==> src/rtl/uart_core.sv <==
// rtl/uart_core.sv - 8N1 UART transceiver with a single-entry receive buffer
//
// Purpose: serialises one byte per tx_wr_i strobe onto uart_tx_o and
// deserialises uart_rx_i into a one-byte buffer that is popped by rx_rd_i.
// Bit time is BAUD_DIV system clocks (legal range 4..65535).
//
// Ports:
//   clk_i           system clock
//   rst_i           asynchronous active-high reset
//   tx_data_i       byte to transmit, latched on tx_wr_i
//   tx_wr_i         one-cycle write strobe, ignored while tx_busy_o=1
//   tx_busy_o       transmitter busy
//   rx_rd_i         one-cycle pop strobe for the receive buffer
//   rx_data_o       receive buffer contents (registered)
//   rx_not_empty_o  receive buffer holds an unread byte
//   uart_tx_o       serial output, idles high
//   uart_rx_i       serial input, asynchronous to clk_i
module uart_core #(
  parameter int unsigned BAUD_DIV = 217
) (
  input  logic       clk_i,
  input  logic       rst_i,
  input  logic [7:0] tx_data_i,
  input  logic       tx_wr_i,
  output logic       tx_busy_o,
  input  logic       rx_rd_i,
  output logic [7:0] rx_data_o,
  output logic       rx_not_empty_o,
  output logic       uart_tx_o,
  input  logic       uart_rx_i
);

  localparam int unsigned CW = $clog2(BAUD_DIV);
  localparam logic [CW-1:0] BAUD_LAST = CW'(BAUD_DIV - 1);
  localparam logic [CW-1:0] HALF_LAST = CW'(BAUD_DIV / 2 - 1);

  typedef enum logic [1:0] {TX_IDLE, TX_START, TX_DATA, TX_STOP} tx_state_e;
  typedef enum logic [2:0] {RX_IDLE, RX_START, RX_DATA, RX_STOP, RX_BREAK} rx_state_e;

  // ---------------------------------------------------------------- transmitter
  tx_state_e     tx_state_q;
  logic [CW-1:0] tx_cnt_q;
  logic [2:0]    tx_bit_q;
  logic [7:0]    tx_shift_q;
  logic          tx_line_q;
  logic          tx_busy_q;

  // The line value for the next bit is registered at the bit boundary, so
  // uart_tx_o changes exactly BAUD_DIV clocks apart with no combinational path.
  always_ff @(posedge clk_i or posedge rst_i) begin
    if (rst_i) begin
      tx_state_q <= TX_IDLE;
      tx_cnt_q   <= '0;
      tx_bit_q   <= '0;
      tx_shift_q <= '0;
      tx_line_q  <= 1'b1;
      tx_busy_q  <= 1'b0;
    end else begin
      case (tx_state_q)
        TX_IDLE: begin
          if (tx_wr_i) begin
            tx_shift_q <= tx_data_i;
            tx_cnt_q   <= '0;
            tx_line_q  <= 1'b0;
            tx_busy_q  <= 1'b1;
            tx_state_q <= TX_START;
          end
        end
        TX_START: begin
          if (tx_cnt_q == BAUD_LAST) begin
            tx_cnt_q   <= '0;
            tx_bit_q   <= '0;
            tx_line_q  <= tx_shift_q[0];
            tx_shift_q <= {1'b0, tx_shift_q[7:1]};
            tx_state_q <= TX_DATA;
          end else begin
            tx_cnt_q <= tx_cnt_q + CW'(1);
          end
        end
        TX_DATA: begin
          if (tx_cnt_q == BAUD_LAST) begin
            tx_cnt_q <= '0;
            if (tx_bit_q == 3'd7) begin
              tx_line_q  <= 1'b1;
              tx_state_q <= TX_STOP;
            end else begin
              tx_bit_q   <= tx_bit_q + 3'd1;
              tx_line_q  <= tx_shift_q[0];
              tx_shift_q <= {1'b0, tx_shift_q[7:1]};
            end
          end else begin
            tx_cnt_q <= tx_cnt_q + CW'(1);
          end
        end
        TX_STOP: begin
          if (tx_cnt_q == BAUD_LAST) begin
            tx_cnt_q   <= '0;
            tx_busy_q  <= 1'b0;
            tx_state_q <= TX_IDLE;
          end else begin
            tx_cnt_q <= tx_cnt_q + CW'(1);
          end
        end
        default: tx_state_q <= TX_IDLE;
      endcase
    end
  end

  assign uart_tx_o = tx_line_q;
  assign tx_busy_o = tx_busy_q;

  // ------------------------------------------------------------------- receiver
  // Synchroniser flops reset to the idle level so reset release is not
  // mistaken for a start bit.
  logic rx_meta_q;
  logic rx_s_q;

  always_ff @(posedge clk_i or posedge rst_i) begin
    if (rst_i) begin
      rx_meta_q <= 1'b1;
      rx_s_q    <= 1'b1;
    end else begin
      rx_meta_q <= uart_rx_i;
      rx_s_q    <= rx_meta_q;
    end
  end

  rx_state_e     rx_state_q;
  logic [CW-1:0] rx_cnt_q;
  logic [2:0]    rx_bit_q;
  logic [7:0]    rx_shift_q;

  // Start bit is checked at its midpoint; every later sample is one full bit
  // time on, which keeps all samples near bit centres.
  always_ff @(posedge clk_i or posedge rst_i) begin
    if (rst_i) begin
      rx_state_q <= RX_IDLE;
      rx_cnt_q   <= '0;
      rx_bit_q   <= '0;
      rx_shift_q <= '0;
    end else begin
      case (rx_state_q)
        RX_IDLE: begin
          if (!rx_s_q) begin
            rx_cnt_q   <= '0;
            rx_state_q <= RX_START;
          end
        end
        RX_START: begin
          if (rx_cnt_q == HALF_LAST) begin
            rx_cnt_q   <= '0;
            rx_bit_q   <= '0;
            rx_state_q <= rx_s_q ? RX_IDLE : RX_DATA;
          end else begin
            rx_cnt_q <= rx_cnt_q + CW'(1);
          end
        end
        RX_DATA: begin
          if (rx_cnt_q == BAUD_LAST) begin
            rx_cnt_q   <= '0;
            rx_shift_q <= {rx_s_q, rx_shift_q[7:1]};
            if (rx_bit_q == 3'd7) begin
              rx_state_q <= RX_STOP;
            end else begin
              rx_bit_q <= rx_bit_q + 3'd1;
            end
          end else begin
            rx_cnt_q <= rx_cnt_q + CW'(1);
          end
        end
        RX_STOP: begin
          if (rx_cnt_q == BAUD_LAST) begin
            rx_cnt_q   <= '0;
            rx_state_q <= rx_s_q ? RX_IDLE : RX_BREAK;
          end else begin
            rx_cnt_q <= rx_cnt_q + CW'(1);
          end
        end
        RX_BREAK: begin
          if (rx_s_q) begin
            rx_state_q <= RX_IDLE;
          end
        end
        default: rx_state_q <= RX_IDLE;
      endcase
    end
  end

  // ------------------------------------------------------------ receive buffer
  // A load takes priority over a pop in the same cycle, and overwrites any
  // unread byte.
  logic       rx_load;
  logic [7:0] rx_data_q, rx_data_d;
  logic       rx_ne_q, rx_ne_d;

  assign rx_load = (rx_state_q == RX_STOP) && (rx_cnt_q == BAUD_LAST) && rx_s_q;

  always_comb begin
    rx_data_d = rx_data_q;
    rx_ne_d   = rx_ne_q;
    if (rx_load) begin
      rx_data_d = rx_shift_q;
      rx_ne_d   = 1'b1;
    end else if (rx_rd_i) begin
      rx_ne_d = 1'b0;
    end
  end

  always_ff @(posedge clk_i or posedge rst_i) begin
    if (rst_i) begin
      rx_data_q <= '0;
      rx_ne_q   <= 1'b0;
    end else begin
      rx_data_q <= rx_data_d;
      rx_ne_q   <= rx_ne_d;
    end
  end

  assign rx_data_o      = rx_data_q;
  assign rx_not_empty_o = rx_ne_q;

endmodule

==> config.mk <==
export PLATFORM = sky130hd
export DESIGN_NAME = uart_core
export DESIGN_NICKNAME = d
export VERILOG_FILES = /design/src/rtl/uart_core.sv
export SDC_FILE = /design/constraint.sdc
export NUM_CORES = 1
export LEC_CHECK = 0
export ABC_CLOCK_PERIOD_IN_PS = 1890
export BUFFER_PORTS_ARGS = -buffer_cell sky130_fd_sc_hd__buf_2
export CORE_ASPECT_RATIO = 0.9
export CORE_MARGIN = 1.5
export CORE_UTILIZATION = 25
export DETAILED_ROUTE_END_ITERATION = 16
export PLACE_DENSITY_LB_ADDON = 0.08
export SKIP_LAST_GASP = 1
export SLEW_MARGIN = 10
export SYNTH_ARGS = -nofsm -noshare
export SYNTH_HDL_FRONTEND = slang
export SYNTH_SLANG_ARGS = --single-unit
export TNS_END_PERCENT = 50
==> constraint.sdc <==
create_clock -name clk_i -period 1.89 [get_ports clk_i]
set_clock_uncertainty 0.1 [all_clocks]
set_input_delay 0.0945 -clock clk_i [delete_from_list [all_inputs] [get_ports clk_i]]
set_output_delay 0.0945 -clock clk_i [all_outputs]
set_load 0.02 [all_outputs]
---- Word level (Yosys, flattened, before mapping) ----
Index checks and enable logic that the tools add are counted.
W data, S select, Z words.
operators by class
  add/subtract/negate cells ............... 4
  equality and inequality tests ........... 25
  multiplexer cells ....................... 45
  reduce and logical (&&, ||, !) cells .... 21
operator list
  cell                   number
  $mux W8                9
  $pmux W8 S3            2
  $mux W3                13
  $ne A2 B2 Y1 const B   13
  $add A8 B1 Y8 const B  2
  $eq A8 B8 Y1 const B   2
  $pmux W8 S2            1
  $pmux W3 S5            1
  $mux W2                6
  $pmux W3 S2            2
  $reduce_and A4 Y1      3
  $reduce_and A5 Y1      2
  $eq A3 B3 Y1 const B   3
  $eq A8 B7 Y1 const B   1
  $mux W1                8
  $pmux W2 S4            1
  $reduce_bool A2 Y1     4
  $add A3 B1 Y3 const B  2
  $eq A3 B2 Y1 const B   2
  $reduce_and A6 Y1      1
  $reduce_bool A3 Y1     2
  $eq A2 B2 Y1 const B   2
  $reduce_and A2 Y1      2
  $eq A3 B1 Y1 const B   1
  9 further kinds        10
storage, ports and cells
  register bits after elaboration ......... 56
  input bits .............................. 13
  output and inout port bits .............. 11
  logic and storage cells ................. 109

---- Depth between registers and ports, before layout ----
Gate-level depths: netlist of the first run.
  word-level depth ........................ 4
  depth in mapped cells ................... 8
  gate-level depth less buffers ........... 6

---- Least setup slack after synthesis of the first run ----
Ideal clock, no wire load.
  path kind ............................... register -> register
  from .................................... reg tx_state_q[0]
  to ...................................... reg tx_shift_q[0]
  setup time .............................. 0.125 ns
  arrival ................................. 1.774 ns
  data required time ...................... 1.665 ns
  slack ................................... -0.109 ns
  stages on the path, launching flop included .. 8
  buffers on the path ..................... 1
  clock period less this slack ............ 1.999 ns
  path through ............................ dfrtp_1 > inv_1 > ha_1 > nor2b_1 > or2_2 > a221o_1 > buf_2 > mux2_2
between the ends
  longest elaborated chain between the ends .. 3
  elaborated cells between the ends (all ways) .. 10
  classes of those cells .................. 6 x eq/ne; 1 x mux; 3 x reduce/logical
RTL lines
  item                                                                 line  RTL
  start: declaration                                                   41    tx_state_e tx_state_q;
  start signal: assignment                                             52    tx_state_q <= TX_IDLE;
  start signal: assignment                                             66    tx_state_q <= TX_START;
  start signal: assignment                                             75    tx_state_q <= TX_DATA;
  $eq A2 B2 Y1, or another cell as far along                           59    case (tx_state_q)
  $ne A2 B2 Y1 (no source line) or $reduce_bool A3 Y1 (tied branches)  -
  $reduce_and A5 Y1 (no source line)                                   -
  end signal: assignment                                               62    tx_shift_q <= tx_data_i;
  end signal: assignment                                               74    tx_shift_q <= {1'b0, tx_shift_q[7:1]};
  end signal: assignment                                               89    tx_shift_q <= {1'b0, tx_shift_q[7:1]};
  end: declaration                                                     44    logic [7:0] tx_shift_q;
Parallel ways exist; a longest one is shown, timed or not.
A chain may end at the register's enable or synchronous reset.

---- Worst setup path after layout of the first run ----
  from .................................... reg tx_state_q[0]
  to ...................................... reg tx_shift_q[1]
The elaborated chain is that of the path after synthesis.

==> flow_summary.json, run 1 <==
{
  "initial_antenna_violation_count": 0,
  "antenna_violating_nets_post_route": 0,
  "clkSlewWorstSetupHoldPaths_ns": 0.08,
  "gpl.final_weighted_congestion": 0.748,
  "fraction_of_final_layout_cells_sized_beyond_drive_strength_1": 0.459,
  "worst-slew-pin-transition_ns": 0.377,
  "violations_in_the_final_reports": "setup timing",
  "netSwitchingPower_mw": 1.30,
  "finalWorstPathRequiredPeriod_ns": 1.95,
  "seq_power_share": 0.350,
  "timing.final.hold_violations": 0,
  "pin_count_of_the_biggest_net_entering_global_routing": 57,
  "intPower_mw": 2.94,
  "route.detailed.vias_per_inst": 4.45,
  "die_w_um": 116,
  "ys_dominant_reg_cell": "sky130_fd_sc_hd__dfrtp_1",
  "yosys_register_bits": 56,
  "p_clk_frac": 0.232,
  "crit-reg2reg-capture": "tx_shift_q[1]$_DFFE_PP0P_",
  "hpwl_dp_um": 4360,
  "ff2ff_setup_slack_ns": -0.06,
  "fin_crit_sh": 1.03,
  "maximum_clock_insertion_buffer_count": 2,
  "dr.pass1.iters": 4,
  "max_cap_viol_count": 0,
  "critical_path.slowest_cell": "sky130_fd_sc_hd__a221o_2",
  "startpoint": "tx_state_q[0]$_DFFE_PP0P_",
  "worst_hold_path.num_cells": 3,
  "cts_htree_levels": 2,
  "drc_markers": 0,
  "fillCellCount": 1088,
  "finalWorstSetupSlack_ns": -0.0619,
  "arrival_ns": 2.04,
  "final_net_count": 358,
  "place.port_buffers": 23,
  "number_of_vias_in_the_routed_layout": 2159,
  "netlist.top_cell.by_area": "sky130_fd_sc_hd__dfrtp_1",
  "outcome": "finished, violations left",
  "drt_wl_total_um": 6370,
  "antennaDiodeCount": 0,
  "drt_iter0_markers": 76,
  "floorplan.die_area_um2": 12200,
  "grt_remaining_overflow": 0,
  "synth.top_cell.area_share": 0.460,
  "cts_buffers": 5,
  "report.final.setup_viol": 8,
  "data_required_critical_path_ns": 1.98,
  "p_leak_nw": 1.91,
  "power.density_nw_per_um2": 1090,
  "io_pins": 24,
  "synth_sequential_area_ratio": 0.488,
  "path_max_fanout": 8,
  "post_synth_inst_count": 251,
  "worst_slew_margin_rel": 0.746,
  "depth_of_the_most_critical_reg_to_reg_path": 6,
  "yosys.cell_types.count": 51,
  "multi_input_area_um2": 1470,
  "worst_vdd_drop_mv": 0.570,
  "min-delay-path-class": "in -> reg",
  "synth-edff-count": 0,
  "synth-warning-count": 0,
  "seq_area_um2": 1410,
  "critical_path_max_stage_delay_ns": 0.42,
  "post_synth_most_frequent_cells": "sky130_fd_sc_hd__dfrtp_1 (53), sky130_fd_sc_hd__mux2_2 (34), sky130_fd_sc_hd__inv_1 (16)",
  "fraction_of_registers_with_async_set_reset": 1.00,
  "max_clock_freq_mhz": 512,
  "die_y_um": 105,
  "netSwitchingFraction": 0.306,
  "standard_cell_core_area_um2": 11000,
  "cts.sinks": 56,
  "syn_area_per_cell_um2": 11.5,
  "critPathLaunchType": "flip-flop",
  "initial_utilization": 0.261,
  "source_to_sink_clock_delay_at_the_later_pin_of_the_worst_skew_pair_ns": 0.30,
  "syn2layout_area_growth_pct": 35.1,
  "setup.worst_path.end_class": "flip-flop",
  "avgRoutedWirePerCell_um": 13.1,
  "critical_path.cell_chain": "inv_2 > ha_4 > nor2b_4 > or2_4 > a221o_2 > mux2_4",
  "finalMaxSlewViolations": 0,
  "pwr-share-comb": 0.417,
  "gr-usage-all-layers": 0.109,
  "final_area_um2": 3890,
  "hold_path_startpoint": "tx_data_i[1]",
  "grt_first_pass_wirelength_um": 10600,
  "cts.root.buffer_cell": "sky130_fd_sc_hd__clkbuf_16",
  "syn-num-nets": 277,
  "dpl-instance-area_um2": 3550,
  "cts_tree": "done",
  "syn-cell-area_um2": 2880,
  "rsz0062_at_grt": "true",
  "critical_path_class": "reg -> reg",
  "core.rowCount": 36,
  "vias_in_the_first_global_route": 2155,
  "sum_neg_setup_slack_ns": -0.363,
  "synth.top_cells.by_area": "sky130_fd_sc_hd__dfrtp_1 (46%), sky130_fd_sc_hd__mux2_2 (13%), sky130_fd_sc_hd__ha_1 (5.6%)",
  "worst_reg2reg_path_startpoint": "tx_state_q[0]$_DFFE_PP0P_",
  "synthMostInstantiatedCell": "sky130_fd_sc_hd__dfrtp_1",
  "whs_endpoint": "tx_shift_q[1]$_DFFE_PP0P_"
}
## worst max path at each step
stage / to / cells after the start / slack, ns
after CTS: tx_shift_q[1]$_DFFE_PP0P_ / 6 / -0.05
final: tx_shift_q[1]$_DFFE_PP0P_ / 6 / -0.06
after floorplan: rx_shift_q[0]$_DFFE_PP0P_ / 4 / -0.06
after global routing: tx_shift_q[0]$_DFFE_PP0P_ / 6 / -0.10
after detailed placement: tx_shift_q[4]$_DFFE_PP0P_ / 6 / -0.09
after global placement: tx_shift_q[2]$_DFFE_PP0P_ / 6 / -0.06
## power by group through the flow
stage,Clock (mW),Combinational (mW),Sequential [mW]
after floorplan,0,1.09,1.50
after global placement,0,1.59,1.50
after detailed placement,0,1.58,1.50
after CTS,1.04,1.69,1.48
after global routing,1.07,1.94,1.51
final,0.984,1.77,1.48
## cell type report
type                            count  area share
Clock buffer                        6      0.0357
Inverter                           16      0.0154
Sequential cell                    56       0.361
Timing Repair Buffer               84       0.159
Multi-Input combinational cell    169       0.377
Clock inverter                      2     0.00354
Tap cell                          152      0.0489
## registers in the layout, summed over array words and instances, names as in the netlist, 2 cells and up
register / count
rx_bit_q: 3
rx_cnt_q: 8
rx_data_o: 8
rx_shift_q: 8
rx_state_q: 3
tx_bit_q: 3
tx_cnt_q: 8
tx_shift_q: 8
tx_state_q: 2
## placed cells by master, fill, tap and decap left out, types with 2 or more instances in the layout
cell type,synthesis,routed
sky130_fd_sc_hd__buf_12,0,3
sky130_fd_sc_hd__and3_1,5,3
sky130_fd_sc_hd__nand2_1,14,11
sky130_fd_sc_hd__or3_1,3,2
sky130_fd_sc_hd__a22oi_1,3,3
sky130_fd_sc_hd__o21ai_0,9,9
sky130_fd_sc_hd__dfstp_2,3,3
sky130_fd_sc_hd__clkbuf_16,0,5
sky130_fd_sc_hd__inv_1,16,11
sky130_fd_sc_hd__mux2_2,34,26
sky130_fd_sc_hd__a21o_1,6,6
sky130_fd_sc_hd__nor2b_1,3,2
sky130_fd_sc_hd__nor3_1,6,5
sky130_fd_sc_hd__inv_2,0,5
sky130_fd_sc_hd__buf_4,2,55
sky130_fd_sc_hd__and3_4,0,2
sky130_fd_sc_hd__dfrtp_1,53,53
sky130_fd_sc_hd__nand3_1,7,7
sky130_fd_sc_hd__ha_1,13,11
sky130_fd_sc_hd__a211o_1,2,2
sky130_fd_sc_hd__nand2_2,0,2
sky130_fd_sc_hd__a22o_1,6,6
sky130_fd_sc_hd__mux2i_1,5,5
sky130_fd_sc_hd__mux2_4,0,8
sky130_fd_sc_hd__dlygate4sd3_1,0,3
sky130_fd_sc_hd__buf_2,4,23
sky130_fd_sc_hd__a21oi_1,11,11
sky130_fd_sc_hd__nor3b_1,2,2
sky130_fd_sc_hd__xor2_1,2,2
sky130_fd_sc_hd__a221o_1,3,2
sky130_fd_sc_hd__nand2b_1,2,2
sky130_fd_sc_hd__nor2_1,7,7
## worst max-delay path: cells and delay by family, from the launching register on
family	cells	cell delay, ns
AOI/OAI and AO/OA	1	0.42
DFF	1	0.41
and+or+nand+nor	2	0.34
muxes	1	0.32
adders and majority gates	1	0.16
buffers and inverters	1	0.08
## what timing repair did
item | CTS | global route
pin swaps | 2 | 5
setup buffers | 3 | 8
endpoints found under the hold margin | 55 | 0
hold buffers | 3 | 0
resized for setup | 9 | 13
gates cloned | 0 | 0
setup endpoints to repair | 26 | 35
## routing by layer
metal | track usage | wire length, µm
met1 | 0.155 | 3280
met2 | 0.162 | 2780
met3 | 0.0278 | 243
met4 | 0.0340 | 73
met5 | 0 | 0
## stage by stage
| stage | cells | total power, mW | util | worst slack [ns] | hold WS (ns) |
|---|---|---|---|---|---|
| after floorplan | 251 | 2.58 | - | -0.0555 | -0.00102 |
| after global placement | 463 | 3.09 | 0.322 | -0.0588 | 0.0842 |
| final | 485 | 4.24 | 0.353 | -0.0619 | 0.0503 |
| after detailed placement | 463 | 3.08 | 0.322 | -0.0880 | 0.0844 |
| after global routing | 485 | 4.52 | 0.353 | -0.102 | 0.0430 |
| after CTS | 477 | 4.21 | 0.343 | -0.0481 | 0.0416 |
## logic make-up after synthesis
logic type      after synthesis  synth area share
simple gates                 61             0.123
flops                        56             0.488
compound gates               53             0.135
mux                          39             0.150
buf+inv                      26            0.0382
fa+ha+maj                    13            0.0564
xor+xnor                      3           0.00912
(Power assumes the default switching activity.)
==> run 2, diff against run 1 <==
--- a/config.mk
+++ b/config.mk
@@ -12,6 +12,7 @@
 export CORE_UTILIZATION = 25
 export DETAILED_ROUTE_END_ITERATION = 16
 export PLACE_DENSITY_LB_ADDON = 0.08
+export RECOVER_POWER = 50
 export SKIP_LAST_GASP = 1
 export SLEW_MARGIN = 10
 export SYNTH_ARGS = -nofsm -noshare
==> flow_summary.json, run 2 (same netlist as run 1, synthesis figures left out) <==
{
  "arrival_ns": 2.04,
  "die_w_um": 116,
  "worst_vdd_drop_mv": 0.570,
  "drt_iter0_markers": 76,
  "power.density_nw_per_um2": 1090,
  "pwr-share-comb": 0.417,
  "route.detailed.vias_per_inst": 4.44,
  "initial_utilization": 0.261,
  "violations_in_the_final_reports": "setup timing",
  "gpl.final_weighted_congestion": 0.748,
  "layout_commonest_cell": "sky130_fd_sc_hd__buf_4",
  "netSwitchingPower_mw": 1.30,
  "avgRoutedWirePerCell_um": 13.1,
  "worst-slew-pin-transition_ns": 0.796,
  "number_of_cells_in_the_finished_layout_apart_from_fillers": 485,
  "netSwitchingFraction": 0.306,
  "syn2layout_area_growth_pct": 34.7,
  "cts.sinks": 56,
  "fraction_of_final_layout_cells_sized_beyond_drive_strength_1": 0.456,
  "intPower_mw": 2.93,
  "io_pins": 24,
  "standard_cell_core_area_um2": 11000,
  "min-delay-path-class": "in -> reg",
  "p_leak_nw": 1.91,
  "rsz0062_at_grt": "true",
  "critPathLaunchType": "flip-flop",
  "pin_count_of_the_biggest_net_entering_global_routing": 57,
  "grt_first_pass_wirelength_um": 10600,
  "cts.root.buffer_cell": "sky130_fd_sc_hd__clkbuf_16",
  "detailedPlace.worstSlack_ns": -0.0880,
  "p_clk_frac": 0.232,
  "vias_in_the_first_global_route": 2155,
  "most_used_cells_in_the_layout_excluding_fill_and_tap_cells": "sky130_fd_sc_hd__buf_4 (55), sky130_fd_sc_hd__dfrtp_1 (53), sky130_fd_sc_hd__mux2_2 (26)",
  "gr-usage-all-layers": 0.109,
  "timing.final.hold_violations": 0,
  "cts_htree_levels": 2,
  "max_cap_viol_count": 0,
  "initial_antenna_violation_count": 0,
  "cts_tree": "done",
  "drc_markers": 0,
  "floorplan.die_area_um2": 12200,
  "number_of_vias_in_the_routed_layout": 2155,
  "seq_power_share": 0.351,
  "path_max_fanout": 8,
  "grt_remaining_overflow": 0,
  "finalWorstSetupSlack_ns": -0.0619,
  "post-layout-total-power_mw": 4.23,
  "ff2ff_setup_slack_ns": -0.06,
  "cts_buffers": 5,
  "antennaDiodeCount": 0,
  "dr.pass1.iters": 4,
  "antenna_violating_nets_post_route": 0,
  "data_required_critical_path_ns": 1.98,
  "source_to_sink_clock_delay_at_the_later_pin_of_the_worst_skew_pair_ns": 0.30,
  "depth_of_the_most_critical_reg_to_reg_path": 6,
  "final_net_count": 358,
  "report.final.setup_viol": 8,
  "die_y_um": 105,
  "setup.worst_path.end_class": "flip-flop",
  "worst_slew_margin_rel": 0.469,
  "finalMaxSlewViolations": 0,
  "critical_path_class": "reg -> reg",
  "worst_hold_path.num_cells": 3,
  "finalWorstPathRequiredPeriod_ns": 1.95,
  "maximum_clock_insertion_buffer_count": 2,
  "clkSlewWorstSetupHoldPaths_ns": 0.08,
  "max_clock_freq_mhz": 512,
  "fin_crit_sh": 1.03,
  "core.rowCount": 36,
  "hpwl_dp_um": 4360,
  "place.port_buffers": 23,
  "drt_wl_total_um": 6360,
  "final_core_util": 0.352,
  "outcome": "finished, violations left",
  "place.detailed.instances": 463
}
==> run 2: changes by cell type in the layout (fill, tap and decap cells not counted) <==
cell / change
sky130_fd_sc_hd__inv_2: -1
sky130_fd_sc_hd__clkbuf_4: +1
sky130_fd_sc_hd__inv_1: +1
sky130_fd_sc_hd__buf_12: -1
==> run 2: power by group through the flow <==
stage / Clock, mW / Sequential (mW) / Combinational (mW)
after global routing: 1.07 / 1.51 / 1.94
after floorplan: 0 / 1.50 / 1.09
after global placement: 0 / 1.50 / 1.59
after detailed placement: 0 / 1.50 / 1.58
after CTS: 1.04 / 1.48 / 1.69
final: 0.984 / 1.48 / 1.76
==> run 2: per-stage QoR <==
step	area, µm²	hold WS [ns]	setup TNS, ns
6_report	3880	0.0503	-0.363
5_1_grt	3880	0.0430	-1.14
4_1_cts	3790	0.0416	-0.266
3_5_place_dp	3550	0.0844	-0.911
3_3_place_gp	3550	0.0842	-0.772
2_1_floorplan	2910	-0.00102	-0.506
==> run 2: metal layers <==
layer | global-route usage | wire (µm)
met2 | 0.162 | 2760
met4 | 0.0340 | 74
met1 | 0.155 | 3280
met3 | 0.0278 | 243
met5 | 0 | 0
==> run 2: area by class of cell <==
class | instances | area [µm²]
clock inverters | 2 | 13.8
multi-input cells | 169 | 1470
clock buffers | 6 | 139
flip-flops and latches | 56 | 1410
well taps | 152 | 190
fillers | 1090 | 7160
repair buffers | 84 | 606
inverters | 16 | 60.1
==> run 2: worst paths after layout <==
kind / start / to
worst max register to register: tx_state_q[0]$_DFFE_PP0P_ / tx_shift_q[1]$_DFFE_PP0P_
worst min-delay path: tx_data_i[1] / tx_shift_q[1]$_DFFE_PP0P_
worst max-delay path: tx_state_q[0]$_DFFE_PP0P_ / tx_shift_q[1]$_DFFE_PP0P_
max in group asynchronous: rst_i / rx_bit_q[0]$_DFFE_PP0P_
worst min register to register: rx_meta_q$_DFF_PP1_ / rx_s_q$_DFF_PP1_
min in group asynchronous: rst_i / tx_cnt_q[7]$_DFFE_PP0P_
==> run 2: worst max-delay path, stage by stage, from the launching register on <==
cell	delay [ns]
sky130_fd_sc_hd__dfrtp_1	0.41
sky130_fd_sc_hd__inv_2	0.08
sky130_fd_sc_hd__ha_4	0.16
sky130_fd_sc_hd__nor2b_4	0.12
sky130_fd_sc_hd__or2_4	0.22
sky130_fd_sc_hd__a221o_2	0.42
sky130_fd_sc_hd__mux2_4	0.32
==> run 2: timing repair <==
| item | 4_1_cts | 5_1_grt |
|---|---|---|
| resized for setup | 9 | 13 |
| buffers inserted | 3 | 8 |
| endpoints found under the hold margin | 55 | 0 |
| hold buffers | 3 | 0 |
| pin swaps | 2 | 5 |
| setup endpoints to repair | 26 | 35 |
